### src/rtl/stepper_motion_ctrl.sv
// Single-axis stepper move engine: accepts relative moves, runs a linear trapezoidal
// speed ramp in one of three excitation modes, and drives the L298N IN1..IN4 pins.
module stepper_motion_ctrl #(
  parameter int CNT_W  = 32,
  parameter int STEP_W = 24,
  parameter int POS_W  = 32
) (
  input  logic                    clk,
  input  logic                    rst,
  input  logic                    en,
  input  logic [1:0]              mode,
  input  logic                    hold_en,
  input  logic                    cmd_valid,
  output logic                    cmd_ready,
  input  logic                    cmd_dir,
  input  logic [STEP_W-1:0]       cmd_steps,
  input  logic [CNT_W-1:0]        cmd_start_period,
  input  logic [CNT_W-1:0]        cmd_min_period,
  input  logic [CNT_W-1:0]        cmd_accel_dec,
  input  logic                    abort,
  input  logic                    pos_clr,
  output logic [3:0]              coil_out,
  output logic                    busy,
  output logic                    done,
  output logic                    aborted,
  output logic signed [POS_W-1:0] position
);

  typedef enum logic [2:0] {S_IDLE, S_ACCEL, S_CRUISE, S_DECEL, S_HOLD} state_t;

  localparam logic [CNT_W-1:0] MIN_PERIOD = CNT_W'(2);
  localparam logic [POS_W-1:0] POS_ONE    = POS_W'(1);

  state_t            state;
  logic [2:0]        phase_idx;
  logic              half_q, dir_q;
  logic [STEP_W-1:0] remaining, ramp_cnt;
  logic [CNT_W-1:0]  period, start_q, min_q, dec_q, cnt;

  logic              in_move, tick, finish, take, go_decel;
  logic [2:0]        accept_idx, step_idx;
  logic [CNT_W-1:0]  start_eff, min_clamp, min_eff, period_dn, period_up;
  logic [CNT_W:0]    diff, sum;
  logic [STEP_W-1:0] rem_next, ramp_next;

  function automatic logic [3:0] phase_lut(input logic [2:0] idx);
    case (idx)
      3'd0: phase_lut = 4'b1000;
      3'd1: phase_lut = 4'b1010;
      3'd2: phase_lut = 4'b0010;
      3'd3: phase_lut = 4'b0110;
      3'd4: phase_lut = 4'b0100;
      3'd5: phase_lut = 4'b0101;
      3'd6: phase_lut = 4'b0001;
      3'd7: phase_lut = 4'b1001;
    endcase
  endfunction

  assign in_move   = (state == S_ACCEL) || (state == S_CRUISE) || (state == S_DECEL);
  assign cmd_ready = en && ((state == S_IDLE) || (state == S_HOLD));
  assign tick      = in_move && (cnt == period - CNT_W'(1));
  assign finish    = tick && (remaining == STEP_W'(1));
  // A completing step beats abort; any other step is dropped when abort is seen.
  assign take      = tick && (finish || !abort);

  always_comb begin
    // NOTE: defaults come first so every path assigns the signal and no latch is inferred.
    accept_idx = phase_idx;
    case (mode)
      2'd0:    accept_idx = {phase_idx[2:1], 1'b0};
      2'd1:    accept_idx = {phase_idx[2:1], 1'b1};
      default: ;
    endcase

    start_eff = (cmd_start_period < MIN_PERIOD) ? MIN_PERIOD : cmd_start_period;
    min_clamp = (cmd_min_period < MIN_PERIOD) ? MIN_PERIOD : cmd_min_period;
    min_eff   = (min_clamp > start_eff) ? start_eff : min_clamp;

    step_idx = dir_q ? phase_idx - (half_q ? 3'd1 : 3'd2)
                     : phase_idx + (half_q ? 3'd1 : 3'd2);

    // Extra top bit catches borrow/carry so the ramp saturates instead of wrapping.
    diff      = {1'b0, period} - {1'b0, dec_q};
    sum       = {1'b0, period} + {1'b0, dec_q};
    period_dn = (diff[CNT_W] || (diff[CNT_W-1:0] < min_q)) ? min_q : diff[CNT_W-1:0];
    period_up = (sum[CNT_W] || (sum[CNT_W-1:0] > start_q)) ? start_q : sum[CNT_W-1:0];

    rem_next  = remaining - STEP_W'(1);
    ramp_next = ramp_cnt + STEP_W'(state == S_ACCEL);
    go_decel  = (state != S_DECEL) && (rem_next <= ramp_next);
  end

  always_ff @(posedge clk or posedge rst) begin
    if (rst) begin
      state     <= S_IDLE;
      phase_idx <= '0;
      half_q    <= 1'b0;
      dir_q     <= 1'b0;
      remaining <= '0;
      ramp_cnt  <= '0;
      period    <= '0;
      start_q   <= '0;
      min_q     <= '0;
      dec_q     <= '0;
      cnt       <= '0;
      coil_out  <= '0;
      busy      <= 1'b0;
      done      <= 1'b0;
      aborted   <= 1'b0;
      position  <= '0;
    end else begin
      // NOTE: state registers use non-blocking assignment so every branch sees pre-edge values.
      done <= 1'b0;
      if (!en) begin
        if (in_move) begin
          aborted <= 1'b1;
          done    <= 1'b1;
        end
        state    <= S_IDLE;
        busy     <= 1'b0;
        coil_out <= '0;
      end else begin
        case (state)
          S_IDLE, S_HOLD: begin
            if (cmd_valid) begin
              half_q    <= mode[1];
              dir_q     <= cmd_dir;
              start_q   <= start_eff;
              min_q     <= min_eff;
              dec_q     <= cmd_accel_dec;
              period    <= start_eff;
              cnt       <= '0;
              ramp_cnt  <= '0;
              remaining <= cmd_steps;
              aborted   <= 1'b0;
              if (cmd_steps == '0) begin
                done <= 1'b1;
              end else begin
                phase_idx <= accept_idx;
                coil_out  <= phase_lut(accept_idx);
                state     <= S_ACCEL;
                busy      <= 1'b1;
              end
            end
          end
          S_ACCEL, S_CRUISE, S_DECEL: begin
            cnt <= tick ? '0 : cnt + CNT_W'(1);
            if (take) begin
              phase_idx <= step_idx;
              remaining <= rem_next;
              position  <= dir_q ? position - POS_ONE : position + POS_ONE;
            end
            if (finish || (abort && !tick) || (abort && tick && !finish)) begin
              done     <= 1'b1;
              aborted  <= !finish;
              busy     <= 1'b0;
              state    <= hold_en ? S_HOLD : S_IDLE;
              coil_out <= hold_en ? phase_lut(finish ? step_idx : phase_idx) : 4'b0000;
            end else if (tick) begin
              coil_out <= phase_lut(step_idx);
              ramp_cnt <= ramp_next;
              if (go_decel || (state == S_DECEL)) begin
                state  <= S_DECEL;
                period <= period_up;
              end else if (state == S_ACCEL) begin
                period <= period_dn;
                if (period_dn == min_q) state <= S_CRUISE;
              end
            end
          end
          default: state <= S_IDLE;
        endcase
      end
      if (pos_clr) position <= '0;
    end
  end

endmodule

### config.mk
export PLATFORM = sky130hd
export DESIGN_NAME = stepper_motion_ctrl
export DESIGN_NICKNAME = d
export VERILOG_FILES = /design/src/rtl/stepper_motion_ctrl.sv
export SDC_FILE = /design/constraint.sdc
export NUM_CORES = 1
export LEC_CHECK = 0
export BUFFER_PORTS_ARGS = -buffer_cell sky130_fd_sc_hd__buf_2
export CORE_MARGIN = 1
export CORE_UTILIZATION = 45
export DETAILED_ROUTE_END_ITERATION = 16
export MAX_ROUTING_LAYER = met4
export PLACE_DENSITY = 0.58
export SYNTH_ARGS = -nofsm -noshare
export SYNTH_HDL_FRONTEND = slang
export SYNTH_SLANG_ARGS = --single-unit
### constraint.sdc
create_clock -name clk -period 19.1 [get_ports clk]
set_input_delay 2.865 -clock clk [delete_from_list [all_inputs] [get_ports clk]]
set_output_delay 2.865 -clock clk [all_outputs]
set_load 0.02 [all_outputs]
==> reports/metrics.cfg, run 1 <==
[sta]
maxSlewHeadroom_pct=14.85
setup-violations-final=0
fin_crit_ns=7.387
fmax_mhz=135.4
rsz0062_at_grt=false
clock_skew_ns=0.02113
tightest_slew_ns=1.266
fin_setup_tns_ns=0
maxSlewViolCount=0
timing_hold_violations_final=0
fin_crit_sh_pct=38.68

[hold_path]
hp-class=reg2reg
hold_end=start_q[9]$_DFFE_PP0P_
min-delay-start=start_q[9]$_DFFE_PP0P_
min_path_cells=2

[floorplanning]
row_count=82
io_pins=170
coreArea_um2=50480
start_util_pct=45.89
die-area_um2=52380
die_h_um=228.9
fp.dieW_um=228.9

[finish]
nFillCells=5026
syn2layout_area_growth_pct=11.02
final_area_um2=25710
drive_above_1_share_pct=10.50
fin_util_pct=50.94
layout.nets=3323

[grt]
first_global_vias=21431
grt_usage_pct=34.16
antenna_found_initial=3
grt_pass1_wl_um=133900
grt_max_degree=151
overflow=0

[placement]
place_area_um2=24540
numPortBuffers=169
dp_hpwl_um=68770
routabilityCongestion=1.032

[synth]
synthTopCellsByCount=331 x nand2_1, 255 x dfrtp_1, 223 x o21ai_0
netlist_area_um2=23160
synth-main-ff-cell=dfrtp_1
synth_edf_count=0
yosysMostFrequentCell=nand2_1
synth_area_leaders=dfrtp_1 28%, ha_1 12%, nand2_1 5.4%, o21ai_0 4.8%, xnor2_1 4.8%
ys_warn_count=0
ys_seq_area_share_pct=27.55
synth_top_cell_by_area=dfrtp_1
synth.distinct_cells=84
ys_ff_latch=255
synthArstFlopShare_pct=100.0
synthCells=2894
synth_nets=3248
avgSynthCellArea_um2=8.004
synth_top_area_share_pct=27.55

[worst_setup_path]
start_kind=flip-flop
r2r_slack_ns=11.71
r2r-end=period[0]$_DFFE_PP0P_
reg2reg_depth=24
crit_required_ns=19.55
cp_slowest_cell=a2111oi_0
cp_slowest_stage_delay_ns=0.73
crit_chain=ha_1 > nor2b_1 > or4_1 > o2111ai_1 > a31oi_1 > a31oi_1 > o21bai_1 > a2111oi_0 > o41ai_1 > or2_2 > xnor2_1 > ha_1 > nand2_1 > nor3_1 > inv_1 > nor4_1 > nand2_1 > o21ai_0 > and2_1 > o31a_1 > buf_4 > mux2_2 > a211oi_1 > a221o_1
cp_data_arrival_time_ns=7.83
path_class=reg2reg
timing.rr.start=period[6]$_DFFE_PP0P_
cp_max_fo=17
end_kind=flip-flop

[route]
drc=0
drtIter0Drc=1957
routedWlPerCell_um=23.77
ant_nets=0
first_pass_iters=9
wl_um=87130
vias=22201
vias_per_cell=6.056

[cts]
cts_setup_buffers=0
cts_hold_buffers=0
path_clk_slew_ns=0.06
clock_sinks=255
htreeDepth=2
cts_root_buf=clkbuf_16
clockBufferDepth=3
cts_resized=0
cts_tree=yes
cts_inserted_buffers=35
clk_latency_ns=0.56

[outcome]
outcome=completed

[run]
maxCapViolCount=0

==> cell usage in the layout (no fill, tap or decap), types with 8 or more instances in the layout <==
cell type  Yosys  layout
a211o_1       16      16
a211oi_1      25      25
a21o_1        54      54
a21oi_1      218     217
a22oi_1       10      10
a31oi_1       25      25
and2_1         9       9
and3_1        28      28
buf_2          7     169
buf_4          0      28
clkbuf_16      0      35
clkbuf_8       0       9
dfrtp_1      255     255
ha_1         220     220
inv_1        201     200
mux2_2        22      22
mux2i_1       94      94
nand2_1      331     330
nand2b_1      30      30
nand3_1       54      54
nand4_1       59      59
nor2_1       176     173
nor2b_1       25      25
nor3_1        64      64
nor4_1        48      48
o2111ai_1      9       9
o211ai_1      18      18
o21a_1        30      30
o21ai_0      223     223
o21ai_1       23      21
o21bai_1      18      18
o31ai_1       36      36
o41ai_1        8       8
or2_2         15      15
or3_1         28      28
or4_1         12      12
xnor2_1      127     127
xor2_1        90      90
==> area by class of cell <==
| class | count | area, um^2 | share of cell area (%) |
|---|---|---|---|
| Multi-Input combinational cell | 2277 | 15480 | 60.21 |
| Sequential cell | 255 | 6381 | 24.82 |
| Timing Repair Buffer | 198 | 1076 | 4.184 |
| Clock buffer | 51 | 1026 | 3.990 |
| Tap cell | 672 | 840.8 | 3.270 |
| Inverter | 202 | 765.7 | 2.978 |
| Clock inverter | 8 | 133.9 | 0.5206 |
| Antenna cell | 3 | 7.507 | 0.02919 |
==> routing by layer <==
layer	track usage (%)	part of all wire [%]
met1	47.72	46
met2	51.14	44
met3	4.379	6.8
met4	10.65	3.2
met5	-	0
==> critical path, delay by kind of cell, from the launching register on <==
family,cells,cell delay [ns]
AND/OR/NAND/NOR,8,1.81
adder cells (fa/ha/maj),2,0.93
buffers and inverters,2,0.44
XOR/XNOR,1,0.13
multiplexers,1,0.20
AO/OA/AOI/OAI,10,3.22
flip-flops,1,0.53
==> kinds of logic after synthesis <==
kind of cell,share of synthesized area (%)
AND/OR/NAND/NOR,19.40
AO/OA/AOI/OAI,21.42
buffers and inverters,5.969
flip-flops,27.55
adder cells (fa/ha/maj),12.23
XOR/XNOR,8.303
multiplexers,5.132
==> sequential cells by signal (all words and copies together) (netlist names) <==
name,count
phase_idx,3
position,32
period,32
dir_q,1
done,1
ramp_cnt,24
aborted,1
min_q,32
remaining,24
busy,1
start_q,32
dec_q,32
cnt,32
coil_out,4
state,3
half_q,1
==> worst max-delay path by stage <==
stage	startpoint	endpoint	slack, ns
CTS	period[6]$_DFFE_PP0P_	period[0]$_DFFE_PP0P_	11.84
global placement	period[6]$_DFFE_PP0P_	period[0]$_DFFE_PP0P_	12.00
finish	period[6]$_DFFE_PP0P_	period[0]$_DFFE_PP0P_	11.71
global route	period[7]$_DFFE_PP0P_	period[0]$_DFFE_PP0P_	11.37
detailed placement	period[6]$_DFFE_PP0P_	period[0]$_DFFE_PP0P_	11.88
floorplan	rst	aborted$_DFFE_PP0P_	9.22
==> stage by stage <==
stage                     cells  hold WS, ns  worst slack [ns]
after detailed placement   3604       0.4752             11.88
final                      3666       0.4869             11.71
after global placement     3604       0.4642             12.00
after CTS                  3663       0.4879             11.84
after floorplan            2894       0.4498             9.222
after global routing       3666       0.5274             11.37
Power of run 1 is not shown: default switching activity piles up to over one toggle a cycle in this logic, so the estimate is an artifact.
==> run 2, diff against run 1 <==
PLACE_DENSITY = 0.61   (was 0.58)
clock period = 6.3 ns   (was 19.1 ns; I/O delays follow)
==> reports/metrics.cfg, run 2 (same netlist as run 1, synthesis figures left out) <==
[hold_path]
min-delay-start=start_q[9]$_DFFE_PP0P_
hp-class=reg2reg
min_path_cells=2  ; unchanged
hold_end=start_q[9]$_DFFE_PP0P_

[cts]
path_clk_slew_ns=0.06  ; about the same
clock_sinks=255  ; unchanged
cts_tree=yes
clockBufferDepth=3  ; unchanged
cts_inserted_buffers=35  ; unchanged
cts_hold_buffers=0  ; unchanged
clk_latency_ns=0.58  ; +0.02 ns
cts_root_buf=clkbuf_16
htreeDepth=2  ; unchanged

[worst_setup_path]
reg2reg_depth=24  ; unchanged
timing.rr.start=period[0]$_DFFE_PP0P_
cp_data_arrival_time_ns=6.48  ; -1.35 ns
start_kind=flip-flop
cp_max_fo=3  ; -14
path_class=reg2reg
r2r_slack_ns=0.27  ; -11.45 ns
r2r-end=period[17]$_DFFE_PP0P_
end_kind=flip-flop
crit_required_ns=6.74  ; -12.81 ns

[grt]
grt_pass1_wl_um=129800  ; -3.1%
grt_max_degree=136  ; -9.9%
grt_usage_pct=33.06  ; -1.1 points
first_global_vias=21414  ; -0.079%
overflow=0  ; unchanged
antenna_found_initial=16  ; +13

[route]
wl_um=85150  ; -2.3%
first_pass_iters=6  ; -3
ant_nets=0  ; unchanged
drtIter0Drc=1958  ; +0.051%
drc=0  ; unchanged
vias=22419  ; +0.98%
vias_per_cell=6.007  ; -0.80%
routedWlPerCell_um=22.82  ; -4.0%

[sta]
fin_crit_ns=6.035  ; -1.352 ns
hold_ws_ns=0.4887  ; +0.001763 ns
fmax_mhz=165.7  ; +22%
tightest_slew_ns=1.283  ; +0.01713 ns
clock_skew_ns=0.03119  ; +0.01006 ns
maxSlewViolCount=0  ; unchanged
setup_slack_ns=0.2653  ; -11.45 ns
fin_crit_sh_pct=95.79  ; +57 points
timing_hold_violations_final=0  ; unchanged
fin_setup_tns_ns=0  ; unchanged
setup-violations-final=0  ; unchanged
maxSlewHeadroom_pct=14.49  ; -0.36 points

[floorplanning]
die_h_um=228.9  ; unchanged
die-area_um2=52380  ; unchanged
coreArea_um2=50480  ; unchanged
row_count=82  ; unchanged
io_pins=170  ; unchanged
start_util_pct=45.89  ; unchanged
fp.dieW_um=228.9  ; unchanged

[placement]
dp_hpwl_um=66990  ; -2.6%
numPortBuffers=169  ; unchanged
place_worst_setup_slack_ns=-0.1361  ; -12.02 ns
routabilityCongestion=1.005  ; -2.6%

[finish]
final_common_cell=nand2_1
drive_above_1_share_pct=12.40  ; +1.9 points
nFillCells=4838  ; -3.7%
multi_input_area_um2=15530  ; +0.32%
final-seq-area_um2=6382  ; about the same
fin_util_pct=52.15  ; +1.2 points
layout_common_cells=330 x nand2_1, 254 x dfrtp_1, 223 x o21ai_0
syn2layout_area_growth_pct=13.66
layout.nets=3371  ; +1.4%

[run]
maxCapViolCount=0  ; unchanged

[outcome]
outcome=completed

## run 2: changes by cell type in the layout (fill, tap and decap cells not counted), moves of 3 or more
cell,previous run,this run
buf_4,28,72
bufinv_16,3,8
clkbuf_8,9,4
a21oi_2,0,3
clkbuf_1,7,4
buf_12,1,5
diode_2,3,19
clkinvlp_4,0,3
## run 2: what timing repair did
action                                 CTS  global route
pin swaps                                0             4
setup endpoints to repair               27            31
setup buffers                            0             1
endpoints found under the hold margin    0             0
gates resized for setup                  2            11
## run 2: critical path, stage by stage (launching register included)
cell and delay (ns):
dfrtp_1 0.38, ha_1 0.24, fa_1 0.42, nor2b_1 0.18, o211ai_1 0.30, a2111oi_0 0.18
a211oi_1 0.25, buf_4 0.16, o221ai_2 0.12, a221o_1 0.41, a21oi_2 0.25, o311ai_0 0.17
a22o_1 0.30, ha_1 0.31, o21a_1 0.17, a21oi_1 0.14, o21ai_0 0.10, a31oi_1 0.19
o21ai_0 0.11, o21ai_0 0.24, and2_1 0.21, o31a_1 0.24, mux2_2 0.36, a222oi_1 0.33
o21ai_1 0.11
## run 2: routing by layer
metal	vias up	routed length [um]	GRT usage [%]
met5	-	0	-
met4	0	3387	12.33
met3	132	6669	6.063
met2	843	36250	47.90
met1	10835	38840	45.62
li1	10609	-	-
## run 2: layout make-up
class | count | share of cell area [%]
Sequential cell | 255 | 24.24
Inverter | 202 | 2.894
Clock inverter | 18 | 1.250
Antenna cell | 19 | 0.1806
Clock buffer | 43 | 3.593
Multi-Input combinational cell | 2277 | 59.00
Timing Repair Buffer | 246 | 5.646
Tap cell | 672 | 3.194
## run 2: through the flow
stage / std cells / instance area (um^2)
final: 3732 / 26330
after detailed placement: 3651 / 24940
after global placement: 3651 / 24940
after CTS: 3712 / 26220
after global routing: 3729 / 26320
after floorplan: 2894 / 23170
## run 2: how the worst max path moves through the flow
stage                           from                endpoint  slack, ns  depth (start not counted)
4_1_cts        period[0]$_DFFE_PP0P_   period[2]$_DFFE_PP0P_       0.05                         22
3_3_place_gp   period[0]$_DFFE_PP0P_   period[2]$_DFFE_PP0P_      -0.25                         22
6_report       period[0]$_DFFE_PP0P_  period[17]$_DFFE_PP0P_       0.27                         24
3_5_place_dp   period[0]$_DFFE_PP0P_  period[19]$_DFFE_PP0P_      -0.14                         22
5_1_grt         dec_q[0]$_DFFE_PP0P_  period[17]$_DFFE_PP0P_      -0.03                         24
2_1_floorplan  period[6]$_DFFE_PP0P_  period[10]$_DFFE_PP0P_       0.43                         25
Power of run 2 is left out for the same reason.
